[config.mk]
export PLATFORM = sky130hd
export DESIGN_NAME = mem_dcache_fill
export DESIGN_NICKNAME = d
export VERILOG_FILES = /design/src/rtl/mem_dcache_fill_pkg.sv /design/src/rtl/mem_fill_assembler.sv /design/src/rtl/mem_dcache_fill.sv
export SDC_FILE = /design/constraint.sdc
export NUM_CORES = 1
export LEC_CHECK = 0
export CAP_MARGIN = 20
export CORE_AREA = 2 2 292 294
export DETAILED_ROUTE_END_ITERATION = 7
export DIE_AREA = 0 0 294 296
export DONT_BUFFER_PORTS = 1
export SLEW_MARGIN = 20
export SYNTH_ARGS = -nofsm -noshare
export SYNTH_HDL_FRONTEND = slang
export SYNTH_SLANG_ARGS = --single-unit
[constraint.sdc]
create_clock -name clk -period 3.9 [get_ports clk]
set_input_delay 0.39 -clock clk [delete_from_list [all_inputs] [get_ports clk]]
set_output_delay 0.39 -clock clk [all_outputs]
set_load 0.1 [all_outputs]
[src/rtl/mem_dcache_fill_pkg.sv]
// Shared definitions for the data-cache line refill engine.
//   fill_state_e     : refill FSM state encoding (3 bits)
//   FILL_WAIT_CYCLES : cycles between the dirty-read pulse and the line write.
//                      This must equal the depth of the cache's dirty-victim
//                      capture pipeline.
//   addr_align_bits  : number of low byte-address bits cleared to line-align
//                      an address, derived from the line width in bits.
package mem_dcache_fill_pkg;

  typedef enum logic [2:0] {
    ST_IDLE    = 3'd0,
    ST_REQ     = 3'd1,
    ST_COLLECT = 3'd2,
    ST_DIRTY   = 3'd3,
    ST_WAIT    = 3'd4,
    ST_FILL    = 3'd5
  } fill_state_e;

  localparam int unsigned FILL_WAIT_CYCLES = 2;

  // A line of 2**log2_line_bits bits spans 2**(log2_line_bits-3) bytes.
  function automatic int unsigned addr_align_bits(input int unsigned log2_line_bits);
    return log2_line_bits - 3;
  endfunction

endpackage

[src/rtl/mem_fill_assembler.sv]
// Gathers DRAM beats into one cache line.
//   clk, resetn : clock, synchronous active-low reset (clears counter and line)
//   clear       : restart the beat counter at slot 0
//   beat_we     : write beat_data into the slot selected by the beat counter,
//                 then advance the counter
//   beat_data   : incoming DRAM beat
//   last_beat   : the counter points at the final slot of the line
//   line        : assembled line; slot k occupies [k*DRAMWIDTHBITS +: DRAMWIDTHBITS]
module mem_fill_assembler #(
  parameter int unsigned DRAMWIDTHBITS = 128,
  parameter int unsigned NUMBEATS      = 4,
  parameter int unsigned CNTW          = 2
) (
  input  logic                              clk,
  input  logic                              resetn,
  input  logic                              clear,
  input  logic                              beat_we,
  input  logic [DRAMWIDTHBITS-1:0]          beat_data,
  output logic                              last_beat,
  output logic [NUMBEATS*DRAMWIDTHBITS-1:0] line
);

  logic [CNTW-1:0] beat_cnt;

  assign last_beat = (beat_cnt == CNTW'(NUMBEATS - 1));

  always_ff @(posedge clk) begin
    if (!resetn) begin
      beat_cnt <= '0;
      line     <= '0;
    end else begin
      if (clear) begin
        beat_cnt <= '0;
      end else if (beat_we) begin
        // Wrap explicitly so a single-beat line (1-bit counter) stays at 0.
        beat_cnt <= last_beat ? '0 : beat_cnt + CNTW'(1);
      end
      if (beat_we) begin
        for (int unsigned i = 0; i < NUMBEATS; i++) begin
          if (beat_cnt == CNTW'(i)) begin
            line[i*DRAMWIDTHBITS +: DRAMWIDTHBITS] <= beat_data;
          end
        end
      end
    end
  end

endmodule

[src/rtl/mem_dcache_fill.sv]
// Data-cache line refill engine. Accepts one miss at a time, issues a single
// DRAM burst read, assembles the returned beats into a line, then drives the
// cache fill port: a one-cycle dirty-read pulse, a fixed wait matching the
// cache's victim-capture pipeline, then a one-cycle line write.
//   clk, resetn        : clock, synchronous active-low reset
//   miss_valid/ready   : miss request handshake; miss_addr is a byte address
//   miss_done          : one-cycle pulse in the line-write cycle
//   dram_rdreq/rdack   : burst read request (held until ack), dram_rdaddr
//   dram_rddata/rdvalid: returned beats
//   fill_addr/fill_data: line-aligned address and assembled line
//   fill_rddirty       : dirty-check pulse to the cache
//   fill_we            : line write strobe to the cache
module mem_dcache_fill
  import mem_dcache_fill_pkg::*;
#(
  parameter int unsigned LOG2CACHELINESIZE = 9,
  parameter int unsigned LOG2DRAMWIDTHBITS = 7,
  parameter int unsigned CACHELINESIZE     = 2**LOG2CACHELINESIZE,
  parameter int unsigned DRAMWIDTHBITS     = 2**LOG2DRAMWIDTHBITS,
  parameter int unsigned NUMBEATS          = CACHELINESIZE / DRAMWIDTHBITS
) (
  input  logic                     clk,
  input  logic                     resetn,
  input  logic                     miss_valid,
  input  logic [31:0]              miss_addr,
  output logic                     miss_ready,
  output logic                     miss_done,
  output logic                     dram_rdreq,
  output logic [31:0]              dram_rdaddr,
  input  logic                     dram_rdack,
  input  logic [DRAMWIDTHBITS-1:0] dram_rddata,
  input  logic                     dram_rdvalid,
  output logic [31:0]              fill_addr,
  output logic [CACHELINESIZE-1:0] fill_data,
  output logic                     fill_rddirty,
  output logic                     fill_we
);

  localparam int unsigned BEATCNTW   = (LOG2CACHELINESIZE > LOG2DRAMWIDTHBITS) ?
                                       (LOG2CACHELINESIZE - LOG2DRAMWIDTHBITS) : 1;
  localparam int unsigned ALIGNBITS  = addr_align_bits(LOG2CACHELINESIZE);
  localparam logic [31:0] ALIGN_MASK = 32'hFFFF_FFFF << ALIGNBITS;

  fill_state_e state;
  logic [1:0]  wait_cnt;
  logic [31:0] line_addr;
  logic        beat_we;
  logic        clear_cnt;
  logic        last_beat;

  assign clear_cnt = (state == ST_IDLE) && miss_valid;
  // A beat arriving together with the ack is the first beat of the burst.
  assign beat_we   = dram_rdvalid &&
                     ((state == ST_COLLECT) || ((state == ST_REQ) && dram_rdack));

  assign dram_rdaddr = line_addr;
  assign fill_addr   = line_addr;

  mem_fill_assembler #(
    .DRAMWIDTHBITS (DRAMWIDTHBITS),
    .NUMBEATS      (NUMBEATS),
    .CNTW          (BEATCNTW)
  ) u_assembler (
    .clk       (clk),
    .resetn    (resetn),
    .clear     (clear_cnt),
    .beat_we   (beat_we),
    .beat_data (dram_rddata),
    .last_beat (last_beat),
    .line      (fill_data)
  );

  always_ff @(posedge clk) begin
    if (!resetn) begin
      state        <= ST_IDLE;
      miss_ready   <= 1'b1;
      miss_done    <= 1'b0;
      dram_rdreq   <= 1'b0;
      fill_rddirty <= 1'b0;
      fill_we      <= 1'b0;
      wait_cnt     <= '0;
      line_addr    <= '0;
    end else begin
      case (state)
        ST_IDLE: begin
          if (miss_valid) begin
            line_addr  <= miss_addr & ALIGN_MASK;
            miss_ready <= 1'b0;
            dram_rdreq <= 1'b1;
            state      <= ST_REQ;
          end
        end
        ST_REQ: begin
          if (dram_rdack) begin
            dram_rdreq <= 1'b0;
            // Single-beat lines can complete in the ack cycle itself.
            if (beat_we && last_beat) begin
              fill_rddirty <= 1'b1;
              state        <= ST_DIRTY;
            end else begin
              state <= ST_COLLECT;
            end
          end
        end
        ST_COLLECT: begin
          if (beat_we && last_beat) begin
            fill_rddirty <= 1'b1;
            state        <= ST_DIRTY;
          end
        end
        ST_DIRTY: begin
          fill_rddirty <= 1'b0;
          wait_cnt     <= '0;
          state        <= ST_WAIT;
        end
        ST_WAIT: begin
          if (wait_cnt == 2'(FILL_WAIT_CYCLES - 1)) begin
            fill_we   <= 1'b1;
            miss_done <= 1'b1;
            state     <= ST_FILL;
          end else begin
            wait_cnt <= wait_cnt + 2'd1;
          end
        end
        ST_FILL: begin
          fill_we    <= 1'b0;
          miss_done  <= 1'b0;
          miss_ready <= 1'b1;
          line_addr  <= '0;
          state      <= ST_IDLE;
        end
        default: begin
          miss_ready   <= 1'b1;
          miss_done    <= 1'b0;
          dram_rdreq   <= 1'b0;
          fill_rddirty <= 1'b0;
          fill_we      <= 1'b0;
          line_addr    <= '0;
          state        <= ST_IDLE;
        end
      endcase
    end
  end

endmodule

## Word level (Yosys, flattened, before mapping)

Index checks and enable logic that the tools add are counted.

- Register bits: 555
- Input port bits: 165
- Output and inout bits: 581

- Add/sub/neg operators: 2
- Eq/ne operators: 14
- Mux-type cells: 21
- Bitwise gates (word level): 5
- Reduce and logical (&&, ||, !) cells: 23

Operators by type and width:

| kind | number |
|---|---|
| $pmux 32 s2 | 1 |
| $mux 32 | 1 |
| $reduce_and 2->1 | 8 |
| $pmux 3 s5 | 1 |
| $mux 3 | 4 |
| $reduce_or 4->1 | 3 |
| $ne 2x2->1 const B | 4 |
| $mux 1 | 7 |
| $eq 3x2->1 const B | 2 |
| $eq 3x3->1 const B | 2 |
| $pmux 1 s3 | 2 |
| $not 1->1 | 5 |
| $add 2x1->2 const B | 2 |
| $eq 2x1->1 const B | 2 |
| $eq 2x2->1 const B | 2 |
| $logic_and 1x1->1 | 4 |
| $mux 2 | 2 |
| $pmux 1 s2 | 2 |
| $pmux 2 s2 | 1 |
| $reduce_and 4->1 | 1 |
| $eq 3x1->1 const B | 1 |
| $logic_not 3->1 | 1 |
| $reduce_and 3->1 | 1 |
| $reduce_or 3->1 | 1 |
| 5 further kinds | 5 |

## Logic depth before layout (Yosys ltp)

Gate-level depths: netlist of run 1.

- Word-level depth: 8
- Gate-level depth with buffers: 8

## Modules after synthesis

A second synthesis of run 1 with hierarchy kept.

- Cell total of the unflattened synthesis: 2,505
- Area, all modules: 23,700.2 µm²

Modules (own cells, without submodules):

| module | times used | cells each | area each (µm²) | seq. area each (µm²) |
|---|---|---|---|---|
| mem_fill_assembler | 1 | 2,347 | 22,051.1 | 10,289.9 |
| mem_dcache_fill | 1 | 158 | 1,649.1 | 700.7 |

## Worst setup path after synthesis of run 1

No wires, ideal clock.

- Path kind: register to output
- From: register, netlist name fill_we
- To: output miss_done
- Arrival time: 1,374 ps
- Required time: 3,510 ps
- Slack: 2,136 ps
- Cell stages (with the launch flop): 2
- Buffers on the path: 1
- Cells stage by stage: dfxtp_1 > buf_4

RTL lines:

| element | line | RTL |
|---|---|---|
| end: declaration | mem_dcache_fill.sv:27 | `output logic miss_done,` |

==> results of run 1 <==
## Yosys cell counts
cell       count
clkbuf_1      95
and3b_1        1
or3b_4         1
buf_4         46
and2b_1        1
a22o_1        26
nand3_1      512
inv_1          6
nor3b_1        1
conb_1         1
and3_1         3
ha_1           5
nand2_1      133
buf_6         26
mux2i_1        3
o21ai_1      512
nor3_1         4
and2b_2        1
dfxtp_1      549
buf_2         62
buf_8          2
a21oi_1        7
a21boi_1       1
o211ai_2       3
nand2b_1       2
nor2_1         7
o2bb2ai_1      1
and2_1         2
o21a_1         1
buf_1          2
nor2_2         1
o21ai_2        1
o21ai_0        8
o211ai_4       1
## power groups by stage
stage	clock, W	combinational, W	sequential, W
after floorplan	0	0.000545	0.00644
after detailed placement	0	0.000360	0.00664
after global placement	0	0.000355	0.00664
after CTS	0.00549	0.000447	0.00652
after global routing	0.00570	0.000480	0.00653
final	0.00532	0.000448	0.00652
## final cells by class
type	count	area [sq um]	share of cell area [%]
antenna	1	2.50	0.0114
timing repair buffer	123	1290	5.92
sequential	549	11000	50.4
clock inverter	16	183	0.835
inverter	6	22.5	0.103
clock buffer	86	1650	7.53
multi-input combinational	1250	6320	28.9
tap	1090	1360	6.24
## layer usage
| metal | wire, microns | vias up |
|---|---|---|
| met4 | 1580 | 0 |
| met3 | 6100 | 93 |
| li1 | - | 7084 |
| met1 | 21800 | 6433 |
| met2 | 29100 | 607 |
| met5 | 0 | - |
## kinds of logic (layout without fill, tap and decap cells)
group | Yosys count | count (layout)
AOI/OAI and AO/OA | 561 | 561
adders and majority gates | 5 | 5
buffers and inverters | 239 | 231
DFF | 549 | 549
muxes | 3 | 3
other | 1 | 13
and+or+nand+nor | 669 | 669
## path summary, 6_finish.rpt
path | start | to | cells after the start | slack [ns]
max | resetn | u_assembler.line[133] | 2 | -0.03
min | resetn | u_assembler.line[414] | 2 | 0.04
max reg2reg | state[1] | u_assembler.line[351] | 5 | 1.40
min reg2reg | u_assembler.line[251] | u_assembler.line[251] | 2 | 0.47
## sequential cells by signal (all words and copies together) (netlist names)
name,flops
state,3
fill_rddirty,1
wait_cnt,2
miss_ready,1
dram_rdreq,1
fill_we,1
dram_rdaddr,26
u_assembler.line,512
u_assembler.beat_cnt,2
## metrics by stage
| stage | hold slack (ns) | power [W] |
|---|---|---|
| 2_1_floorplan | 0.507 | 0.00699 |
| 3_3_place_gp | 0.456 | 0.00700 |
| 3_5_place_dp | 0.468 | 0.00700 |
| 4_1_cts | 0.000844 | 0.0125 |
| 5_1_grt | 0.0142 | 0.0127 |
| 6_report | 0.0391 | 0.0123 |
==> results.md, run 1 <==
- Run status: finished, violations left
- Failing checks: max-slew violations, negative setup slack
- Core area: 84200 sq um
- DRT Wirelength: 58600 microns
- Initial DRC Count: 772
- Clock Tree Buf Depth: 3
- Min Tclk post-route: 3.93 ns
- Placement Cell Area: 19200 sq um
- CTS Buf Count: 57
- CTS tree: done
- Die X: 294 microns
- Drt pass-1 iters: 5
- Tcrit/Tclk final: 101%
- Pin count of the biggest net entering global routing: 599
- Post-synthesis mux area share: 0.161%
- Layout cell share with drive strength beyond 1: 7.98%
- DR WL/cell: 18.8 microns
- Final TNS setup: -0.0689 ns
- Pint: 0.00894 W
- Syn avg cell area: 9.18 sq um
- Synth warnings: 0
- Min-delay worst type: in2reg
- Mapped cell area: 18600 sq um
- Die Area: 87000 sq um
- Sequential share of power: 53.0%
- Worst-path cell chain: nand2_1 > o21ai_1
- GRT Max-Usage Layer: met2
- Hold buffers post-CTS: 86
- Crit path max-delay cell type: nand2_1
- Clock share of power: 43.3%
- Most common cell after layout, fill and taps aside: dfxtp_1
- Syn-to-layout area delta: 17.5%
- Synth unique cells: 34
- Initial antenna violation count: 5
- Post-CTS setup buffer count: 0
- Pwr/cell area: 562 nW/um^2
- Static leakage: 7.38 nW
- Synth top area share: 59.1%
- H-tree levels: 2
- Top post-synthesis cells by area: dfxtp_1, nand3_1, o21ai_1, nand2_1, clkbuf_1
- GR Overflow Total: 0
- Remaining antenna violation count: 0
- Sw frac: 27.2%
- CP peak stage delay: 2.05 ns
- GR Util met1: 13.4%
- Crit path DAT: 4.37 ns
- Adder-cell area share of the yosys netlist: 0.336%
- Sw power: 0.00335 W
- CTS resizes: 0
- I/O pin cnt: 746
- Combinational Power Share: 3.6%
- Root Driver: clkbuf_16
- Post-synthesis sequential area ratio: 59.1%
- Fmax: 255 MHz
- Cell count after placement: 2932
- Non-Filler Instances: 3121
- First-pass GRT wire length: 82600 microns
- Mapped Cells: 2027
- Vias/cell: 4.56
- Worst EP required: 4.34 ns
- Clk_lat worst skew: 0.60 ns
- Tightest Pin Transition: 3.72 ns
- WP buf/inv: 0
- Maximum VDD drop: 0.314 mV
- Final instance area: 21900 sq um
- Max-Cap Viols: 0
- Initial core utilization: 22.1%
- Yosys top cell by area: dfxtp_1
- Final WS setup: -0.0278 ns
- Slew HR: -148%
- Floorplan row count: 107
- Final hold violations: 0
- Post-synthesis simple-gate area fraction: 17.2%
- CP max FO: 598
- Nature of the critical path startpoint: input pin
- CP Class: in2reg
- Routed vias: 14200
- Setup-failing EPs final: 3
- #FFs+latches synth: 549
- GP Congestion: 0.757
- Largest family of logic cells by synthesized area: simple AND/OR/NAND/NOR gates
- Chip height: 296 microns
- Fin nets: 2157
- Synth Area in Compound Gates: 15.9%
- # DRC: 0
- Post-DP HPWL: 40400 microns
- Synth Area in XOR/XNOR: 0%
- RSZ-0062 raised after global routing: no
- Met3 usage: 4.77%
- Family with the most delay on the worst path: simple AND/OR/NAND/NOR gates
- Final core occ: 26.0%
- Total GRT Usage: 12.3%
- Clock sink count: 549
- Clk_skew: 0.0205 ns
- Port Buf Inserts: 0
- Worst Setup End Kind: flop
- Number of global-route vias before repair: 12800
- Worst-path clk slew: 0.06 ns
- Filler cells: 8964
- Global-route track usage on met2: 21.8%
- Most frequent cells in the layout: dfxtp_1, o21ai_1, nand3_1, nand2_1, dlygate4sd3_1
- Slew Limit Fails: 464
- Pre-CTS setup slack: 1.53 ns
(Power assumes the default switching activity.)
==> inputs of run 2 (changes only) <==
- CAP_MARGIN: 20 -> 5
- SETUP_SLACK_MARGIN: unset -> 0.15
==> run 2 against run 1 <==
Against the previous run: the flow now finishes without violations; sequential power barely moved; cell area rose by 0.14%; total power rose by 1.4%; non-clock buffer count fell by 5; wire length barely moved; via count barely moved.
==> results.md, run 2 (same netlist as run 1, synthesis figures left out) <==
- DRT Wirelength: 58600 microns
- Syn-to-layout area delta: 17.7%
- Clk_lat worst skew: 0.60 ns
- Vias/cell: 4.57
- Worst EP required: 4.41 ns
- GRT Max-Usage Layer: met2
- Min Tclk post-route: 2.44 ns
- Final core occ: 26.0%
- Die X: 294 microns
- GR Util met1: 13.4%
- Slew Limit Fails: 0
- Seq. cell area: 11000 sq um
- Post-DP HPWL: 40300 microns
- Nature of the critical path startpoint: flop
- DR WL/cell: 18.8 microns
- Non-Filler Instances: 3116
- # DRC: 0
- Hold Slack: 0.0411 ns
- Slew HR: 22.9%
- CTS tree: done
- Static leakage: 7.42 nW
- Global-route track usage on met2: 21.0%
- Crit path max-delay cell type: o211ai_4
- Maximum VDD drop: 0.287 mV
- Drt pass-1 iters: 6
- Largest reg by FF count: u_assembler.line
- Met3 usage: 5.12%
- GR Overflow Total: 0
- Core area: 84200 sq um
- Min-delay worst type: in2reg
- Layout cell share with drive strength beyond 1: 8.30%
- Family with the most delay on the worst path: compound AO/OA/AOI/OAI gates
- Clk_skew: 0.0159 ns
- Run status: completed
- Max-Cap Viols: 0
- Worst-path cell chain: and3b_1 > o211ai_4 > buf_12 > nand3_1 > o21ai_1
- Most frequent cells in the layout: dfxtp_1, o21ai_1, nand3_1, nand2_1, dlygate4sd3_1
- CP peak stage delay: 0.58 ns
- H-tree levels: 2
- CP max FO: 114
- Area of the multi-input gates: 6320 sq um
- Worst Setup End Kind: flop
- Clock sink count: 549
- GP Congestion: 0.757
- Initial antenna violation count: 5
- Tcrit/Tclk final: 62.6%
- First-pass GRT wire length: 82200 microns
- Floorplan row count: 107
- Port Buf Inserts: 0
- Final hold violations: 0
- Initial DRC Count: 702
- WP buf/inv: 1
- Hold buffers post-CTS: 81
- Routed vias: 14200
- Setup-failing EPs final: 0
- Initial core utilization: 22.1%
- Root Driver: clkbuf_16
- Tightest Pin Transition: 1.15 ns
- Number of global-route vias before repair: 12700
- Worst-path clk slew: 0.06 ns
- Chip height: 296 microns
- Fmax: 410 MHz
- Pwr/cell area: 569 nW/um^2
- Most common cell after layout, fill and taps aside: dfxtp_1
- Largest register FFs: 512
- Pin count of the biggest net entering global routing: 603
- Crit path DAT: 2.95 ns
- CTS resizes: 0
- Total GRT Usage: 12.3%
- Final TNS setup: 0 ns
- Die Area: 87000 sq um
- Cell count after placement: 2931
- Register-to-register setup slack: 1.46 ns
- Fin nets: 2150
- Filler cells: 8939
- I/O pin cnt: 746
- CP Class: reg2reg
- Clock Tree Buf Depth: 3
- Remaining antenna violation count: 0
- Post-CTS setup buffer count: 0
- CTS Buf Count: 55
- RSZ-0062 raised after global routing: no
## run 2: per-layer routing
layer,part of all wire [%],vias up
li1,-,7069
met1,38,6448
met2,48,600
met3,10,114
met4,3.7,0
met5,0,-
## run 2: through the flow
step	cell area (sq um)	setup slack, ns	total power, W
floorplan	18700	2.14	0.00699
global placement	19100	1.34	0.00700
detailed placement	19100	1.32	0.00700
CTS	21900	1.27	0.0126
global route	21900	1.29	0.0129
finish	21900	1.46	0.0125
## run 2: worst paths after layout
kind,endpoint,from,depth (start not counted)
min reg2reg,u_assembler.line[251],u_assembler.line[251],2
min,u_assembler.line[448],dram_rddata[64],2
max reg2reg,u_assembler.line[349],state[1],5
max,u_assembler.line[349],state[1],5
## run 2: report_power, final
group / leakage, nW / internal (W) / total [W] / switching (W)
combinational: 2.03 / 0.000134 / 0.000436 / 0.000302
clock: 0.943 / 0.00328 / 0.00550 / 0.00222
sequential: 4.44 / 0.00569 / 0.00652 / 0.000823
## run 2: final cells by class
class / instances / area share, %
Clock inverter: 16 / 1.04
Sequential cell: 549 / 50.4
Timing Repair Buffer: 118 / 5.68
Antenna cell: 3 / 0.0343
Inverter: 6 / 0.103
Clock buffer: 84 / 7.66
Tap cell: 1090 / 6.23
Multi-Input combinational cell: 1250 / 28.9
